`src/rtl/ebuf_pkg.sv`:
```
// Shared types and symbol defaults for the elastic-buffer read side.
// The bench reuses the symbol codes so its sequences match the RTL.
package ebuf_pkg;

   typedef enum logic {
      S_DATA,
      S_OS
   } skp_strip_state_e;

   localparam logic [19:0] COM_SYM_DEF = 20'h000FA;
   localparam logic [19:0] SKP_SYM_DEF = 20'h000F4;
   localparam int          MAX_SKP_DEF = 5;

endpackage

```
`src/rtl/stream_skid_fifo.sv`:
```
// Small ring-buffer FIFO with a valid/ready output port.
// A full FIFO still accepts a push when the head is popped in the same cycle.
module stream_skid_fifo #(
   parameter int DATA_WIDTH = 20,
   parameter int DEPTH      = 2
) (
   input  logic                  clk,
   input  logic                  arst,
   input  logic                  push,
   input  logic [DATA_WIDTH-1:0] push_data,
   output logic                  full,
   output logic [DATA_WIDTH-1:0] out_data,
   output logic                  out_vld,
   input  logic                  out_rdy
);

   localparam int AW = $clog2(DEPTH);
   localparam int CW = $clog2(DEPTH + 1);

   logic [DATA_WIDTH-1:0] mem [DEPTH];
   logic [AW-1:0]         wr_ptr;
   logic [AW-1:0]         rd_ptr;
   logic [CW-1:0]         count;
   logic                  pop;
   logic                  accept;

   function automatic logic [AW-1:0] ptr_inc(input logic [AW-1:0] p);
      return (p == AW'(DEPTH - 1)) ? '0 : p + AW'(1);
   endfunction

   assign out_vld  = (count != '0);
   assign full     = (count == CW'(DEPTH));
   assign pop      = out_vld & out_rdy;
   assign accept   = push & (~full | pop);
   assign out_data = mem[rd_ptr];

   always_ff @(posedge clk or posedge arst) begin
      if (arst) begin
         for (int i = 0; i < DEPTH; i++) mem[i] <= '0;
         wr_ptr <= '0;
         rd_ptr <= '0;
         count  <= '0;
      end else begin
         if (accept) begin
            mem[wr_ptr] <= push_data;
            wr_ptr      <= ptr_inc(wr_ptr);
         end
         if (pop) rd_ptr <= ptr_inc(rd_ptr);
         count <= count + CW'(accept) - CW'(pop);
      end
   end

endmodule

```
`src/rtl/ebuf_rd_skp_stripper.sv`:
```
// Strips SKP ordered sets from the elastic-buffer read stream and
// forwards the remaining words through a skid FIFO, with OS statistics.
module ebuf_rd_skp_stripper
   import ebuf_pkg::*;
#(
   parameter int                    DATA_WIDTH = 20,
   parameter logic [DATA_WIDTH-1:0] COM_SYM    = DATA_WIDTH'(COM_SYM_DEF),
   parameter logic [DATA_WIDTH-1:0] SKP_SYM    = DATA_WIDTH'(SKP_SYM_DEF),
   parameter int                    MAX_SKP    = MAX_SKP_DEF,
   parameter int                    CNT_WIDTH  = 16
) (
   input  logic                  clk,
   input  logic                  arst,
   input  logic [DATA_WIDTH-1:0] data_in,
   input  logic                  vld_in,
   output logic [DATA_WIDTH-1:0] out_data,
   output logic                  out_vld,
   input  logic                  out_rdy,
   output logic [CNT_WIDTH-1:0]  os_cnt,
   output logic                  os_err,
   output logic                  ovf
);

   localparam int SW = $clog2(MAX_SKP + 2);
   localparam logic [SW-1:0] SKP_SAT = SW'(MAX_SKP + 1);
   localparam logic [SW-1:0] SKP_MAX = SW'(MAX_SKP);

   skp_strip_state_e state, state_nxt;
   logic [SW-1:0]    skp_cnt, skp_nxt;
   logic             push;
   logic             close_os;
   logic             orphan;
   logic             legal;
   logic             is_com;
   logic             is_skp;
   logic             full;
   logic             drop;

   assign is_com = (data_in == COM_SYM);
   assign is_skp = (data_in == SKP_SYM);

   always_comb begin
      state_nxt = state;
      skp_nxt   = skp_cnt;
      push      = 1'b0;
      close_os  = 1'b0;
      orphan    = 1'b0;
      if (vld_in) begin
         unique case (state)
            S_DATA: begin
               unique case (1'b1)
                  is_com: begin
                     skp_nxt   = '0;
                     state_nxt = S_OS;
                  end
                  is_skp:  orphan = 1'b1;
                  default: push = 1'b1;
               endcase
            end
            S_OS: begin
               unique case (1'b1)
                  is_skp: begin
                     if (skp_cnt != SKP_SAT) skp_nxt = skp_cnt + SW'(1);
                  end
                  is_com: begin
                     close_os = 1'b1;
                     skp_nxt  = '0;
                  end
                  default: begin
                     close_os  = 1'b1;
                     push      = 1'b1;
                     state_nxt = S_DATA;
                  end
               endcase
            end
            default: state_nxt = S_DATA;
         endcase
      end
   end

   assign legal = close_os && (skp_cnt != '0) && (skp_cnt <= SKP_MAX);

   always_ff @(posedge clk or posedge arst) begin
      if (arst) begin
         state   <= S_DATA;
         skp_cnt <= '0;
         os_cnt  <= '0;
         os_err  <= 1'b0;
         ovf     <= 1'b0;
      end else begin
         state   <= state_nxt;
         skp_cnt <= skp_nxt;
         os_err  <= orphan | (close_os & ~legal);
         if (legal && (os_cnt != '1)) os_cnt <= os_cnt + CNT_WIDTH'(1);
         if (drop) ovf <= 1'b1;
      end
   end

   // A push into a full FIFO survives only if the head leaves this cycle
   assign drop = push & full & ~(out_vld & out_rdy);

   stream_skid_fifo #(
      .DATA_WIDTH(DATA_WIDTH),
      .DEPTH     (2)
   ) u_fifo (
      .clk      (clk),
      .arst     (arst),
      .push     (push),
      .push_data(data_in),
      .full     (full),
      .out_data (out_data),
      .out_vld  (out_vld),
      .out_rdy  (out_rdy)
   );

endmodule

```
`config.mk`:
```
export PLATFORM = sky130hd
export DESIGN_NAME = ebuf_rd_skp_stripper
export DESIGN_NICKNAME = d
export VERILOG_FILES = /design/src/rtl/ebuf_pkg.sv /design/src/rtl/stream_skid_fifo.sv /design/src/rtl/ebuf_rd_skp_stripper.sv
export SDC_FILE = /design/constraint.sdc
export NUM_CORES = 1
export LEC_CHECK = 0
export BUFFER_PORTS_ARGS = -buffer_cell sky130_fd_sc_hd__buf_2
export CELL_PAD_IN_SITES_DETAIL_PLACEMENT = 0
export CELL_PAD_IN_SITES_GLOBAL_PLACEMENT = 1
export CORE_MARGIN = 2
export CORE_UTILIZATION = 45
export CTS_CLUSTER_SIZE = 10
export DETAILED_ROUTE_END_ITERATION = 10
export PLACE_DENSITY = 0.91
export SLEW_MARGIN = 20
export SYNTH_ARGS = -nofsm -noshare
export SYNTH_HDL_FRONTEND = slang
export SYNTH_SLANG_ARGS = --single-unit
export TNS_END_PERCENT = 10
```
`constraint.sdc`:
```
create_clock -name clk -period 2.8 [get_ports clk]
set_input_delay 0.28 -clock clk [delete_from_list [all_inputs] [get_ports clk]]
set_output_delay 0.28 -clock clk [all_outputs]
set_load 0.05 [all_outputs]
```
# Word-level counts from Yosys, hierarchy flattened
# Cells that the tools add are included.
# classes
n_addsub	6
shift	0
n_mul	0
bitwise_logic	13
muxes	23
n_eq_ne	8
n_reduce_logical	8
magnitude_cmp	4
n_div	0
# ops
op	count
$mux 20	4
$bwmux 40	1
$eq 20x8->1 const B	2
$demux 20 s1	1
$add 16x1->16 const B	1
$ne 16x16->1 const B	1
$mux 1	12
$pmux 3 s2	2
$mux 3	2
$and 1x1->1	5
$ge 2x2->1 const B	2
$logic_and 1x1->1	4
$not 1->1	4
$not 1->2	2
$reduce_and 4->1	1
$add 3x1->3 const B	1
$le 3x3->1 const B	1
$ne 3x1->1 const B	1
$ne 3x2->1 const B	1
$ne 3x3->1 const B	1
$reduce_bool 3->1	1
$add 1x1->1 const B	2
$add 2x1->2	1
$eq 2x2->1 const B	1
other kinds (7)	8
# word_totals
latchBits	0
ff_bits	66
n_memories	0
output_inout_bits	39
mem_bits_ro	0
elab_cells	72
ramBits	0

# Longest topological paths before layout
# logic_depth
depth_word	9
mapped_depth	8
mapped_depth_nobuf	7

# Hierarchy
# A second synthesis with hierarchy kept.
# unflattened
cells_unflattened	253
area_unflattened_um2	3412.0
# modules_own_cells
module	instances	cells_each	seq_area_each_um2	area_per_inst_um2
stream_skid_fifo	1	125	1101.1	2137.0
ebuf_rd_skp_stripper	1	128	550.5	1275.0

# Least setup slack after synthesis
# Ideal clock, no wire load.
# synth_path
path_kind	register -> register
startpoint	reg os_cnt[0]
endpoint	reg os_cnt[15]
synth_period_minus_slack_ns	2.201
setup_ns	0.144
required_time_ns	2.656
path_stages_with_launch	8
t_arrival_ns	2.057
path_slack_ns	0.599
n_path_buf	1
cell_sequence	dfrtp_1 -> ha_1 -> nand3_1 -> nor4_1 -> a21o_1 -> clkbuf_1 -> nor4_1 -> xor2_1
# synth_between
elab_chain_cells	2
word_cells_on_any_way	3
classes_between	1 x add/sub; 1 x eq/ne; 1 x reduce/logical
# synth_rtl
item	line_no	rtl
from (decl)	ebuf_rd_skp_stripper.sv:19	output logic [CNT_WIDTH-1:0] os_cnt,
from (signal assigned)	ebuf_rd_skp_stripper.sv:94	if (legal && (os_cnt != '1)) os_cnt <= os_cnt + CNT_WIDTH'(1);
branches (longest 2 deep; another with $add 16x1->16)	--	
# Several ways; the timed one is not identified.
# A chain may end at the register's enable or synchronous reset.

# Worst setup path in the final report
# layout_path
startpoint	reg skp_cnt[1]
endpoint	reg os_cnt[1]
# layout_between
elab_chain_cells	4
word_cells_on_any_way	5
classes_between	1 x order compare; 4 x reduce/logical
# layout_rtl
item	line_no	rtl
from (decl)	ebuf_rd_skp_stripper.sv:29	logic [SW-1:0] skp_cnt, skp_nxt;
from (signal assigned)	ebuf_rd_skp_stripper.sv:92	skp_cnt <= skp_nxt;
branches (longest 2 deep; another with $le 3x3->1)	--	
$logic_and 1x1->1 *	ebuf_rd_skp_stripper.sv:81	assign legal = close_os && (skp_cnt != '0) && (skp_cnt <= SKP_MAX);
$logic_and 1x1->1 *	ebuf_rd_skp_stripper.sv:94	
# Mark *: on every way between the ends.

==> flow_metrics.py <==
metrics = {
    "run_status": {
        "outcome": "completed",
    },
    "setup_path": {
        "path_cells": "inv_1 > ha_1 > o311ai_0 > a21o_1 > nor2_1 > mux2_2",
        "cp_max_fo": 13,
        "crit_slowest_cell": "o311ai_0",
        "cpPeakStageDelay_ps": 510,
        "r2r_start": "skp_cnt[1]",
        "rr_worst_depth": 6,
        "cp-start-kind": "flip-flop",
        "arrival_ps": 2330,
        "crit_type": "reg2reg",
        "critPathCaptureType": "flip-flop",
        "rrSetupSlack_ps": 690,
        "worstPathRequired_ps": 3020,
        "rr_endpoint": "os_cnt[1]",
    },
    "routing": {
        "via_count": 2178,
        "ant_nets": 0,
        "drt_first_pass_iters": 4,
        "vias_per_cell": 5.14,
        "wirelength_mm": 6.34,
        "drc": 0,
        "drt_iter0_markers": 123,
        "wire_per_inst_microns": 15.0,
    },
    "floorplanning": {
        "core_sq_mm": 0.00714,
        "dieArea_sq_mm": 0.00797,
        "die_w_microns": 89.3,
        "start_util_pct": 45.9,
        "ios": 63,
        "rows": 31,
        "fp.dieH_microns": 89.3,
    },
    "place": {
        "place_hpwl_mm": 4.53,
        "gp_congestion": 0.869,
        "pre_cts_ws_ps": 438,
        "io_buffers": 62,
    },
    "sta": {
        "drv_slew": 0,
        "finalCritPeriodShare_pct": 75.3,
        "worst_slew_pin_slew_ps": 743,
        "worst_slack_ps": 692,
        "grt_setup_unrepaired": "no",
        "fmax_ghz": 0.474,
        "post-route-min-period_ps": 2110,
        "setup_viol": 0,
        "tns_ps": 0,
        "maxSlewHeadroom_pct": 50.4,
        "fin_skew_ps": 5.26,
        "fin_hold_ws_ps": 69.5,
        "hold_viol": 0,
    },
    "yosys": {
        "yosys_warnings": 0,
        "syn_nets": 283,
        "synth-edff-count": 0,
        "ys_ff_latch": 66,
        "async_reset_ff_share_pct": 100,
        "syn-mean-instance-area_sq_um": 13.0,
        "synth_top_area_share_pct": 50.4,
        "ys_types": 40,
        "synth_area_sq_mm": 0.00327,
        "synthFlopType": "dfrtp_1",
        "synth_area_leaders": "dfrtp_1, mux2_2, mux2_4, xor2_1, ha_1",
        "yosys.area.top_type": "dfrtp_1",
        "seq_area_frac_synth_pct": 50.4,
        "synthCells": 252,
    },
    "clock_network": {
        "post_cts_buffers": 0,
        "clockBufferDepth": 2,
        "clk_pin_slew_ps": 70,
        "tritoncts": "yes",
        "cts_hold_buffers": 0,
        "numClockSinks": 66,
        "insertion_delay_ps": 340,
        "cts_resized": 0,
        "cts_made_buffers": 9,
        "cts_max_level": 3,
        "clock-root-buffer": "clkbuf_8",
    },
    "job": {
        "maxCapViolCount": 0,
    },
    "pwr": {
        "leakagePower_nw": 1.80,
        "ir_drop_mv": 0.793,
        "power_w": 0.00438,
        "power_density_mw_per_mm2": 1130,
    },
    "global_routing": {
        "grt_pass1_vias": 2226,
        "grt_overflow": 0,
        "grt_max_degree": 36,
        "grt_pass1_wl_mm": 10.6,
        "antenna_found_initial": 0,
        "grt_usage_pct": 17.6,
    },
    "layout": {
        "n_antenna_cell": 0,
        "area_delta_synth_final_pct": 18.1,
        "layout_commonest_cell": "dfrtp_1",
        "final_nets": 352,
        "post-route-util_pct": 54.2,
        "mostFrequentLayoutCells": "dfrtp_1, buf_2, mux2_2",
        "drive_gt1_share_pct": 46.2,
    },
    "worst_hold_path": {
        "hp-class": "in2async",
    },
}
## where the power goes
group,internal [W],switching [W]
registers,0.00130,0.000205
clock network,0.000364,0.000331
logic,0.000848,0.00134
total,0.00251,0.00187
## layer usage
metal  up-vias  global-route usage (%)  part of all wire (%)
li1       1038                       -                     -
met1      1080                    24.0                    47
met2        50                    26.2                    47
met3        10                    3.97                   4.1
met4         0                    9.77                   1.4
met5         -                       0                     0
## critical path: cells and delay by family (launching register included)
family | cells | cell delay [ps]
adder cells (fa/ha/maj) | 1 | 170
buffers and inverters | 1 | 80
AO/OA/AOI/OAI | 2 | 910
AND/OR/NAND/NOR | 1 | 130
flip-flops | 1 | 410
multiplexers | 1 | 280
## layout make-up
type,count,area (sq um)
Fill cell,634,3270
Sequential cell,66,1650
Multi-Input combinational cell,167,1530
Timing Repair Buffer,66,353
Clock buffer,13,159
Tap cell,99,124
Inverter,11,41.3
Clock inverter,2,12.5
## cells in the mapped netlist (all sizes together), types with 2 or more instances
cell and count:
dfrtp 66, mux2 61, xor2 16, nand2 14, inv 11, nor4 10, ha 7, nand3 7
nand4 6, nor2 6, nor3 6, buf 5, xnor2 4, clkbuf 3, nor3b 3, a31o 2
and3 2, and3b 2, nand2b 2, o21ai 2, o31ai 2, or2 2
## logic make-up after synthesis
family	Yosys count	synth area share, %
AO/OA/AOI/OAI	11	2.68
XOR/XNOR	20	5.35
adder cells (fa/ha/maj)	7	2.67
buffers and inverters	19	2.98
flip-flops	66	50.4
multiplexers	61	23.3
AND/OR/NAND/NOR	68	12.6
## flip-flops by register name, indices dropped and copies added, names as in the netlist
| signal | count |
|---|---|
| u_fifo.rd_ptr | 1 |
| skp_cnt | 3 |
| ovf | 1 |
| u_fifo.mem | 40 |
| u_fifo.count | 2 |
| u_fifo.wr_ptr | 1 |
| os_err | 1 |
| os_cnt | 16 |
| state | 1 |
## worst max-delay path by stage
stage                     start  depth (start not counted)          to
floorplan             os_cnt[0]                          7  os_cnt[15]
global placement    data_in[17]                          6   os_cnt[1]
detailed placement  data_in[17]                          6   os_cnt[1]
CTS                  skp_cnt[1]                          6   os_cnt[1]
global route         skp_cnt[1]                          6   os_cnt[1]
finish               skp_cnt[1]                          6   os_cnt[1]
## stage by stage
stage | cell area, sq um | std cells
floorplan | 3270 | 252
global placement | 3690 | 409
detailed placement | 3690 | 409
CTS | 3870 | 424
global route | 3870 | 424
finish | 3870 | 424
Note: power is estimated with default switching activity, not from simulation.
